$ cat src/rtl/mem_input_loader_pkg.sv
// +-----------------------------------------------------------------+
// | loader_pkg: shared sizes, BX width and FSM states for the loader |
// | Rev 1.0                                                          |
// +-----------------------------------------------------------------+
`default_nettype none

package loader_pkg;
  localparam int LDR_DATA_WIDTH = 32;
  localparam int LDR_PAGE_DEPTH = 32;
  localparam int LDR_ADDR_WIDTH = 6;
  localparam int BX_WIDTH       = 2;

  typedef enum logic [1:0] {
    IDLE   = 2'd0,
    LOAD   = 2'd1,
    COMMIT = 2'd2
  } state_t;
endpackage

`default_nettype wire

$ cat src/rtl/mem_input_loader_page_tracker.sv
// +-----------------------------------------------------------------+
// | page_tracker: ping-pong page ownership, freed in commit order    |
// | Rev 1.0                                                          |
// +-----------------------------------------------------------------+
`default_nettype none

module page_tracker (
  input  logic clk,
  input  logic reset,
  input  logic commit,
  input  logic done_in,
  output logic busy_wr,
  output logic wr_page
);
  logic [1:0] busy;
  logic [1:0] busy_nxt;
  logic       rd_page;
  logic       release_pg;

  // done_in with the oldest page already free means nothing is busy
  assign release_pg = done_in && busy[rd_page];

  always_comb begin
    busy_nxt = busy;
    if (release_pg) busy_nxt[rd_page] = 1'b0;
    if (commit)     busy_nxt[wr_page] = 1'b1;
  end

  always_ff @(posedge clk or posedge reset) begin
    if (reset) begin
      busy    <= 2'b00;
      wr_page <= 1'b0;
      rd_page <= 1'b0;
    end else begin
      busy <= busy_nxt;
      if (commit)     wr_page <= ~wr_page;
      if (release_pg) rd_page <= ~rd_page;
    end
  end

  assign busy_wr = busy[wr_page];
endmodule

`default_nettype wire

$ cat src/rtl/mem_input_loader.sv
// +-----------------------------------------------------------------+
// | mem_input_loader: stream-to-BRAM page writer with commit start   |
// | Optional macro LOADER_BXCHECK_EN enables sticky bx_err. Rev 1.0  |
// +-----------------------------------------------------------------+
`default_nettype none

module mem_input_loader
  import loader_pkg::*;
#(
  parameter int DATA_WIDTH = LDR_DATA_WIDTH,
  parameter int PAGE_DEPTH = LDR_PAGE_DEPTH,
  parameter int ADDR_WIDTH = LDR_ADDR_WIDTH
) (
  input  logic                  clk,
  input  logic                  reset,
  input  logic                  s_valid,
  output logic                  s_ready,
  input  logic [DATA_WIDTH-1:0] s_data,
  input  logic                  s_last,
  input  logic [BX_WIDTH-1:0]   bx_in,
  output logic                  mem_ena,
  output logic                  mem_wea,
  output logic [ADDR_WIDTH-1:0] mem_writeaddr,
  output logic [DATA_WIDTH-1:0] mem_din,
  output logic                  start_out,
  output logic [BX_WIDTH-1:0]   bx_out,
  output logic [ADDR_WIDTH-1:0] nwords_out,
  output logic                  page_out,
  input  logic                  done_in,
  output logic                  overflow,
  output logic                  bx_err
);
  localparam int IDX_W = ADDR_WIDTH - 1;
  localparam logic [ADDR_WIDTH-1:0] FULL = ADDR_WIDTH'(PAGE_DEPTH);

  state_t                state, state_nxt;
  logic [ADDR_WIDTH-1:0] count;
  logic [ADDR_WIDTH-1:0] cur_idx;
  logic [ADDR_WIDTH-1:0] count_nxt;
  logic [BX_WIDTH-1:0]   bx_lat;
  logic [BX_WIDTH-1:0]   bx_evt;
  logic                  busy_wr;
  logic                  wr_page;
  logic                  commit;
  logic                  accept;
  logic                  room;

  page_tracker u_tracker (
    .clk     (clk),
    .reset   (reset),
    .commit  (commit),
    .done_in (done_in),
    .busy_wr (busy_wr),
    .wr_page (wr_page)
  );

  always_comb begin
    state_nxt = state;
    s_ready   = 1'b0;
    commit    = 1'b0;
    case (state)
      IDLE: begin
        s_ready = !busy_wr;
        if (s_valid && !busy_wr) state_nxt = s_last ? COMMIT : LOAD;
      end
      LOAD: begin
        s_ready = 1'b1;
        if (s_valid && s_last) state_nxt = COMMIT;
      end
      COMMIT: begin
        commit    = 1'b1;
        state_nxt = IDLE;
      end
      default: state_nxt = IDLE;
    endcase
  end

  // count holds words stored so far and saturates at PAGE_DEPTH
  assign accept    = s_valid && s_ready;
  assign cur_idx   = (state == IDLE) ? '0 : count;
  assign room      = cur_idx < FULL;
  assign count_nxt = room ? cur_idx + ADDR_WIDTH'(1) : cur_idx;
  assign bx_evt    = (state == IDLE) ? bx_in : bx_lat;

  // Commit outputs register with the last word so they line up with COMMIT
  always_ff @(posedge clk or posedge reset) begin
    if (reset) begin
      state         <= IDLE;
      count         <= '0;
      bx_lat        <= '0;
      mem_ena       <= 1'b0;
      mem_wea       <= 1'b0;
      mem_writeaddr <= '0;
      mem_din       <= '0;
      start_out     <= 1'b0;
      bx_out        <= '0;
      nwords_out    <= '0;
      page_out      <= 1'b0;
      overflow      <= 1'b0;
    end else begin
      state     <= state_nxt;
      mem_ena   <= 1'b0;
      mem_wea   <= 1'b0;
      start_out <= 1'b0;
      if (accept) begin
        count <= count_nxt;
        if (state == IDLE) bx_lat <= bx_in;
        if (room) begin
          mem_ena       <= 1'b1;
          mem_wea       <= 1'b1;
          mem_writeaddr <= {wr_page, cur_idx[IDX_W-1:0]};
          mem_din       <= s_data;
        end else begin
          overflow <= 1'b1;
        end
        if (s_last) begin
          start_out  <= 1'b1;
          bx_out     <= bx_evt;
          nwords_out <= count_nxt;
          page_out   <= wr_page;
        end
      end
    end
  end

`ifdef LOADER_BXCHECK_EN
  logic have_prev;

  always_ff @(posedge clk or posedge reset) begin
    if (reset) begin
      have_prev <= 1'b0;
      bx_err    <= 1'b0;
    end else if (accept && s_last) begin
      have_prev <= 1'b1;
      if (have_prev && (bx_evt != bx_out + BX_WIDTH'(1))) bx_err <= 1'b1;
    end
  end
`else
  assign bx_err = 1'b0;
`endif
endmodule

`default_nettype wire

$ cat config.mk
export PLATFORM = sky130hd
export DESIGN_NAME = mem_input_loader
export DESIGN_NICKNAME = d
export VERILOG_FILES = /design/src/rtl/mem_input_loader_pkg.sv /design/src/rtl/mem_input_loader_page_tracker.sv /design/src/rtl/mem_input_loader.sv
export SDC_FILE = /design/constraint.sdc
export NUM_CORES = 1
export LEC_CHECK = 0
export CAP_MARGIN = 20
export CORE_UTILIZATION = 49
export CTS_CLUSTER_SIZE = 20
export DETAILED_ROUTE_END_ITERATION = 7
export PLACE_DENSITY = 0.95
export REMOVE_ABC_BUFFERS = 1
export SLEW_MARGIN = 15
export SYNTH_ARGS = -nofsm -noshare
export SYNTH_HDL_FRONTEND = slang
export SYNTH_SLANG_ARGS = --single-unit
$ cat constraint.sdc
create_clock -name clk -period 3.5 [get_ports clk]
set_clock_uncertainty 0.2 [all_clocks]
set_input_delay 0.7 -clock clk [delete_from_list [all_inputs] [get_ports clk]]
set_output_delay 0.7 -clock clk [all_outputs]
set_load 0.02 [all_outputs]
==> results of run 1 <==
-- kinds of logic after synthesis --
family	Yosys count
DFF	64
muxes	37
and+or+nand+nor	36
xor gates and xnor gates	6
buffers and inverters	18
AOI/OAI and AO/OA	36
other	1
-- where the power goes --
group | switching, mW | internal, mW | total [mW]
clock network | 0.261 | 0.366 | 0.627
registers | 0.223 | 1.03 | 1.26
logic | 0.716 | 0.848 | 1.56
total | 1.20 | 2.25 | 3.45
-- cell usage in the layout, fill, tap and decap left out, types with 2 or more instances in the layout --
master                            instances
sky130_fd_sc_hd__clkdlybuf4s50_1         90
sky130_fd_sc_hd__inv_1                    6
sky130_fd_sc_hd__mux2_4                  32
sky130_fd_sc_hd__a31oi_1                  3
sky130_fd_sc_hd__mux2_2                   2
sky130_fd_sc_hd__o31ai_1                  3
sky130_fd_sc_hd__a21o_1                   2
sky130_fd_sc_hd__nor2_1                  11
sky130_fd_sc_hd__xnor2_1                  5
sky130_fd_sc_hd__nand2_1                 15
sky130_fd_sc_hd__clkbuf_8                11
sky130_fd_sc_hd__a21oi_1                  5
sky130_fd_sc_hd__buf_4                    2
sky130_fd_sc_hd__clkbuf_1                 2
sky130_fd_sc_hd__a22o_1                   5
sky130_fd_sc_hd__clkinv_2                 2
sky130_fd_sc_hd__dfrtp_1                 64
sky130_fd_sc_hd__mux2i_1                  2
sky130_fd_sc_hd__o21ai_0                 12
-- per-layer routing --
layer / part of all wire [%] / track usage [%] / wire [um]
met3: 6.1 / 5.00 / 363
met5: 0 / 0 / 0
met4: 1.8 / 10.4 / 106
met2: 49 / 36.9 / 2960
met1: 43 / 28.0 / 2570
-- flip-flops by register name, indices dropped and copies added, names as in the netlist --
signal and flops:
count 6, mem_wea 1, bx_out 2, state 2, overflow 1, nwords_out 6, mem_writeaddr 6, page_out 1
bx_lat 2, u_tracker.busy 2, u_tracker.wr_page 1, mem_din 32, u_tracker.rd_page 1, start_out 1
-- layout make-up --
type	count	area [um2]	share of cell area [%]
clock buffers	13	159	4.12
clock inverters	3	40.0	1.04
inverters	7	26.3	0.681
multi-input cells	116	1010	26.2
flip-flops and latches	64	1600	41.5
well taps	70	87.6	2.27
repair buffers	93	936	24.2
-- stage by stage --
| stage | hold WS (ps) | setup WS, ps |
|---|---|---|
| after floorplan | 267 | 1000 |
| after global placement | 251 | 781 |
| after detailed placement | 246 | 725 |
| after CTS | 269 | 572 |
| after global routing | 285 | 472 |
| final | 265 | 573 |
-- how the worst min path moves through the flow --
| stage | startpoint | endpoint | slack, ps | cells after the start |
|---|---|---|---|---|
| after floorplan | u_tracker.rd_page | u_tracker.rd_page | 270 | 1 |
| after global placement | overflow | overflow | 250 | 1 |
| after detailed placement | overflow | overflow | 250 | 1 |
| after CTS | overflow | overflow | 270 | 1 |
| after global routing | overflow | overflow | 280 | 1 |
| final | overflow | overflow | 260 | 1 |
==> impl_summary.log, run 1 <==
INFO  metric outcome = finished clean
INFO  metric final_layout_size_suffix_gt1_share = 18.9%
INFO  metric iteration_0_drc_markers = 86
INFO  metric max-clock-path-buffers = 2
INFO  metric fin_setup_tns = 0 ps
INFO  metric post_synth.cell_area_avg = 13.8 um2
INFO  metric num-fill-cells = 347
INFO  metric slew_headroom = 37.4%
INFO  metric synth_top_cell_by_area = sky130_fd_sc_hd__dfrtp_1
INFO  metric post_synth_mux_area_share = 19.6%
INFO  metric initial_utilization = 52.2%
INFO  metric ctsResizeCount = 0
INFO  metric ir_worst_vdd = 446 uV
INFO  metric final_cells = 366
INFO  metric postLayoutCellArea = 3860 um2
INFO  metric critical-path-top-delay-family = buffers and inverters
INFO  metric clk_pin_slew = 70 ps
INFO  metric synth-async-reset-ratio = 100%
INFO  metric cts_hold_buffers = 0
INFO  metric min_period_over_period = 83.6%
INFO  metric route.detailed.vias_per_inst = 5.07
INFO  metric cellLeakagePower = 1.77 nW
INFO  metric largest_net_degree_at_the_start_of_global_routing = 29
INFO  metric synth-seq-area-share = 58.5%
INFO  metric worst_setup_path_end_kind = primary output
INFO  metric area_share_of_the_leading_cell_type_in_the_synthesized_netlist = 58.5%
INFO  metric post_synthesis_cells = 198
INFO  metric clock_tree_from_tritoncts = yes
INFO  metric post-route-min-period = 2930 ps
INFO  metric cp-startpoint = u_tracker.wr_page
INFO  metric rows = 26
INFO  metric critPathMaxFanout = 5
INFO  metric pin_slew_with_the_least_headroom_to_its_limit = 935 ps
INFO  metric post-dp-hpwl = 4200 um
INFO  metric synth_cell_types = 37
INFO  metric cp-endpoint = s_ready
INFO  metric crit_path_top_delay_cell = sky130_fd_sc_hd__clkdlybuf4s50_1
INFO  metric grt_antenna_before_repair = 0
INFO  metric compound_cell_area_share_of_the_yosys_netlist = 9.10%
INFO  metric area_growth_syn_to_layout = 41.1%
INFO  metric synthesis.area = 2740 um2
INFO  metric fmax = 0.342 GHz
INFO  metric drt_first_pass_iters = 4
INFO  metric reg2reg_slack = 1130 ps
INFO  metric yosys.cell_count.top_type = sky130_fd_sc_hd__dfrtp_1
INFO  metric yosys_warnings = 0
INFO  metric grt_pass1_wl = 9820 um
INFO  metric dominant_cells_by_area_after_synthesis = sky130_fd_sc_hd__dfrtp_1 (59%), sky130_fd_sc_hd__mux2_4 (18%), sky130_fd_sc_hd__buf_6 (2.5%)
INFO  metric place_inst = 350
INFO  metric grt_remaining_overflow = 0
INFO  metric synth_xor_xnor_area_share = 1.92%
INFO  metric crit_cells = 4
INFO  metric hold_path.class = reg2reg
INFO  metric design_power_total = 3.45 mW
INFO  metric gp_congestion = 0.753
INFO  metric critPathRequiredTime = 2600 ps
INFO  metric die_height = 76.7 um
INFO  metric number_of_global_route_vias_before_repair = 1,933
INFO  metric dpl_cell_area = 3660 um2
INFO  metric timing.final.hold_violations = 0
INFO  metric share_of_the_core_filled_with_cells_in_the_final_layout = 73.7%
INFO  metric maxcap_violations = 0
INFO  metric synthSimpleGateAreaFrac = 6.13%
INFO  metric postCtsSetupBuffers = 0
INFO  metric combinational_family_with_the_most_area_after_synthesis = multiplexers
INFO  metric numPortBuffers = 90
INFO  metric timing.setup.critical_path_class = reg2out
INFO  metric final_net_count = 330
INFO  metric timing.critical_path.from_type = flop
INFO  metric crit_chain = mux2i_2, nor2_1, nor2_1, clkdlybuf4s50_1
INFO  metric r2r_start = u_tracker.wr_page
INFO  metric floorplan.core_area = 5240 um2
INFO  metric synth_enable_flop_cells = 0
INFO  metric worst_path_most_repeated_cell = sky130_fd_sc_hd__nor2_1
INFO  metric synth_ff_type = sky130_fd_sc_hd__dfrtp_1
INFO  metric clk_sink_count = 64
INFO  metric fraction_of_the_mapped_netlist_area_in_adder_cells = 0%
INFO  metric num_io_pins = 92
INFO  metric diode_count = 0
INFO  metric design.die.area = 5890 um2
INFO  metric ys_top_cells_by_count = sky130_fd_sc_hd__dfrtp_1 (64), sky130_fd_sc_hd__mux2_4 (32), sky130_fd_sc_hd__nand2_1 (15)
INFO  metric total_number_of_vias = 1,857
INFO  metric htree_levels = 3
INFO  metric path_buf_inv = 1
INFO  metric final_antenna_net_count = 0
INFO  metric clock_latency_on_the_worst_skew_pair = 330 ps
INFO  metric totalWireLength = 6000 um
INFO  metric worst_r2r_path_depth = 4
INFO  metric cellPowerDensity = 893 nW/um2
INFO  metric report.final.setup_viol = 0
INFO  metric report.final.slew_viol_count = 0
INFO  metric wire_per_inst = 16.4 um
INFO  metric worst_path_largest_cell_delay = 610 ps
INFO  metric synth_seq_cells = 64
INFO  metric timing.rr.end = mem_din[10]
INFO  metric cts_made_buffers = 9
INFO  metric cp.arrival = 2030 ps
INFO  metric die_width = 76.7 um
INFO  metric grt_use_total = 22.4%
INFO  metric root_buffer = sky130_fd_sc_hd__clkbuf_8
INFO  metric detail_route.drc_violations = 0
INFO  metric rsz0062_at_grt = no
(Power assumes the default switching activity.)
==> run 2: changes to the inputs <==
--- a/config.mk
+++ b/config.mk
@@ -6,10 +6,10 @@
 export NUM_CORES = 1
 export LEC_CHECK = 0
 export CAP_MARGIN = 20
-export CORE_UTILIZATION = 49
+export CORE_UTILIZATION = 41
 export CTS_CLUSTER_SIZE = 20
 export DETAILED_ROUTE_END_ITERATION = 7
-export PLACE_DENSITY = 0.95
+export PLACE_DENSITY = 0.87
 export REMOVE_ABC_BUFFERS = 1
 export SLEW_MARGIN = 15
 export SYNTH_ARGS = -nofsm -noshare
==> constraint.sdc (replaced) <==
create_clock -name clk -period 2.6 [get_ports clk]
set_clock_uncertainty 0.2 [all_clocks]
set_input_delay 0.52 -clock clk [delete_from_list [all_inputs] [get_ports clk]]
set_output_delay 0.52 -clock clk [all_outputs]
set_load 0.02 [all_outputs]
==> impl_summary.log, run 2 (same netlist as run 1, synthesis figures left out) <==
INFO  metric numPortBuffers = 90 (unchanged)
INFO  metric layout_commonest_cell = sky130_fd_sc_hd__clkdlybuf4s50_1 (unchanged)
INFO  metric commonest_cells_after_routing_fill_and_taps_aside = sky130_fd_sc_hd__clkdlybuf4s50_1 (89), sky130_fd_sc_hd__dfrtp_1 (64), sky130_fd_sc_hd__mux2_4 (32) (was sky130_fd_sc_hd__clkdlybuf4s50_1 (90), sky130_fd_sc_hd__dfrtp_1 (64), sky130_fd_sc_hd__mux2_4 (32))
INFO  metric detail_route.drc_violations = 0 (unchanged)
INFO  metric total_number_of_vias = 1,837 (was 1,857)
INFO  metric grt_antenna_before_repair = 0 (unchanged)
INFO  metric timing.final.hold_violations = 0 (unchanged)
INFO  metric timing.setup.critical_path_class = reg2reg (was reg2out)
INFO  metric ir_worst_vdd = 729 uV (was 446 uV)
INFO  metric clk_sink_count = 64 (unchanged)
INFO  metric critPathMaxFanout = 15 (was 5)
INFO  metric die_height = 83.7 um (was 76.7 um)
INFO  metric rows = 29 (was 26)
INFO  metric report.final.slew_viol_count = 0 (unchanged)
INFO  metric timing.critical_path.from_type = flop (unchanged)
INFO  metric drt_first_pass_iters = 4 (unchanged)
INFO  metric min_period_over_period = 82.5%
INFO  metric die_width = 83.7 um (was 76.7 um)
INFO  metric whs = 264 ps (was 265 ps)
INFO  metric worst_setup_path_end_kind = flop (was primary output)
INFO  metric max-clock-path-buffers = 2 (unchanged)
INFO  metric multi_input_area = 1010 um2 (unchanged)
INFO  metric cellLeakagePower = 1.79 nW (was 1.77 nW)
INFO  metric floorplan.core_area = 6390 um2 (was 5240 um2)
INFO  metric design.die.area = 7000 um2 (was 5890 um2)
INFO  metric maxcap_violations = 0 (unchanged)
INFO  metric cellPowerDensity = 1180 nW/um2 (was 893 nW/um2)
INFO  metric num_io_pins = 92 (unchanged)
INFO  metric report.final.setup_viol = 0 (unchanged)
INFO  metric htree_levels = 3 (unchanged)
INFO  metric slew_headroom = 53.0% (was 37.4%)
INFO  metric final_layout_size_suffix_gt1_share = 19.1% (was 18.9%)
INFO  metric final_antenna_net_count = 0 (unchanged)
INFO  metric design_power_total = 4.60 mW (was 3.45 mW)
INFO  metric fmax = 0.466 GHz
INFO  metric clock_power_share = 17.1% (was 18.2%)
INFO  metric outcome = finished clean (unchanged)
INFO  metric gp_congestion = 0.763 (was 0.753)
INFO  metric post-dp-hpwl = 4180 um (was 4200 um)
INFO  metric number_of_global_route_vias_before_repair = 1,941 (was 1,933)
INFO  metric pin_slew_with_the_least_headroom_to_its_limit = 702 ps (was 935 ps)
INFO  metric power_frac_comb = 46.2% (was 45.4%)
INFO  metric total_switching_power = 1.60 mW (was 1.20 mW)
INFO  metric postCtsSetupBuffers = 0 (unchanged)
INFO  metric fin_setup_tns = 0 ps (unchanged)
INFO  metric final_net_count = 332 (was 330)
INFO  metric clock_latency_on_the_worst_skew_pair = 330 ps (about the same)
INFO  metric combined_flip_flop_and_latch_cell_area = 1600 um2 (unchanged)
INFO  metric wire_per_inst = 15.2 um (was 16.4 um)
INFO  metric post-route-min-period = 2150 ps
INFO  metric initial_utilization = 42.8% (was 52.2%)
INFO  metric grt_pass1_wl = 9440 um (was 9820 um)
INFO  metric clock_tree_from_tritoncts = yes (unchanged)
INFO  metric diode_count = 0 (unchanged)
INFO  metric p_int = 3.00 mW (was 2.25 mW)
INFO  metric totalWireLength = 5720 um (was 6000 um)
INFO  metric grt_remaining_overflow = 0 (unchanged)
INFO  metric grt_use_total = 17.6% (was 22.4%)
INFO  metric rsz0062_at_grt = no (unchanged)
INFO  metric iteration_0_drc_markers = 43 (was 86)
INFO  metric switching_share = 34.7% (was 34.8%)
INFO  metric area_growth_syn_to_layout = 42.2% (was 41.1%)
INFO  metric root_buffer = sky130_fd_sc_hd__clkbuf_8 (unchanged)
INFO  metric cts_made_buffers = 9 (unchanged)
INFO  metric clk_pin_slew = 70 ps (about the same)
INFO  metric num-fill-cells = 502 (was 347)
INFO  metric route.detailed.vias_per_inst = 4.90 (was 5.07)
INFO  metric critPathRequiredTime = 2610 ps (was 2600 ps)
INFO  metric cts_hold_buffers = 0 (unchanged)
INFO  metric largest-register = mem_din (unchanged)
INFO  metric hold_path.class = reg2reg (unchanged)
INFO  metric cp.arrival = 2150 ps (was 2030 ps)
INFO  metric sequential_power_share = 36.7% (was 36.4%)
INFO  metric largest_net_degree_at_the_start_of_global_routing = 41 (was 29)
INFO  metric largest_register_ff_count = 32 (unchanged)
INFO  metric ctsResizeCount = 0 (unchanged)
-- run 2: layout make-up --
cell class | instances | share of cell area, %
Inverter | 7 | 0.675
Clock buffer | 12 | 3.47
Sequential cell | 64 | 41.1
Tap cell | 77 | 2.48
Multi-Input combinational cell | 116 | 25.9
Timing Repair Buffer | 95 | 25.1
Clock inverter | 4 | 1.16
-- run 2: per-layer routing --
layer / vias up / global-route usage [%] / share of wire, %
li1: 869 / - / -
met1: 882 / 22.8 / 45
met2: 73 / 26.6 / 46
met3: 13 / 5.93 / 5.8
met4: 0 / 8.32 / 2.4
met5: - / 0 / 0
-- run 2: power groups by stage --
stage / logic, mW / registers [mW] / clock network [mW]
6_report: 2.12 / 1.69 / 0.788
5_1_grt: 2.26 / 1.74 / 0.861
3_5_place_dp: 2.14 / 1.71 / 0
2_1_floorplan: 0.829 / 2.05 / 0
3_3_place_gp: 2.09 / 1.68 / 0
4_1_cts: 2.15 / 1.69 / 0.817
-- run 2: path summary, 6_finish.rpt --
kind	startpoint	endpoint	slack (ps)	cells after the start
worst max register to register	u_tracker.wr_page	mem_din[27]	450	5
max in group asynchronous	reset	nwords_out[2]	1230	3
worst min register to register	overflow	overflow	260	1
worst max-delay path	u_tracker.wr_page	mem_din[27]	450	5
min in group asynchronous	reset	mem_din[9]	360	2
worst min-delay path	overflow	overflow	260	1
-- run 2: critical path: stages, from the launching register on --
cell	delay, ps
sky130_fd_sc_hd__dfrtp_1	420
sky130_fd_sc_hd__mux2i_2	180
sky130_fd_sc_hd__buf_4	160
sky130_fd_sc_hd__o211ai_4	490
sky130_fd_sc_hd__buf_12	250
sky130_fd_sc_hd__mux2_4	310
-- run 2: through the flow --
stage	setup slack, ps	instances	utilization, %	cell area, um2
floorplan	282	187	-	2640
global placement	209	359	58.1	3710
detailed placement	151	359	58.1	3710
CTS	36.9	375	60.9	3890
global route	348	375	61.0	3890
finish	454	375	61.0	3890
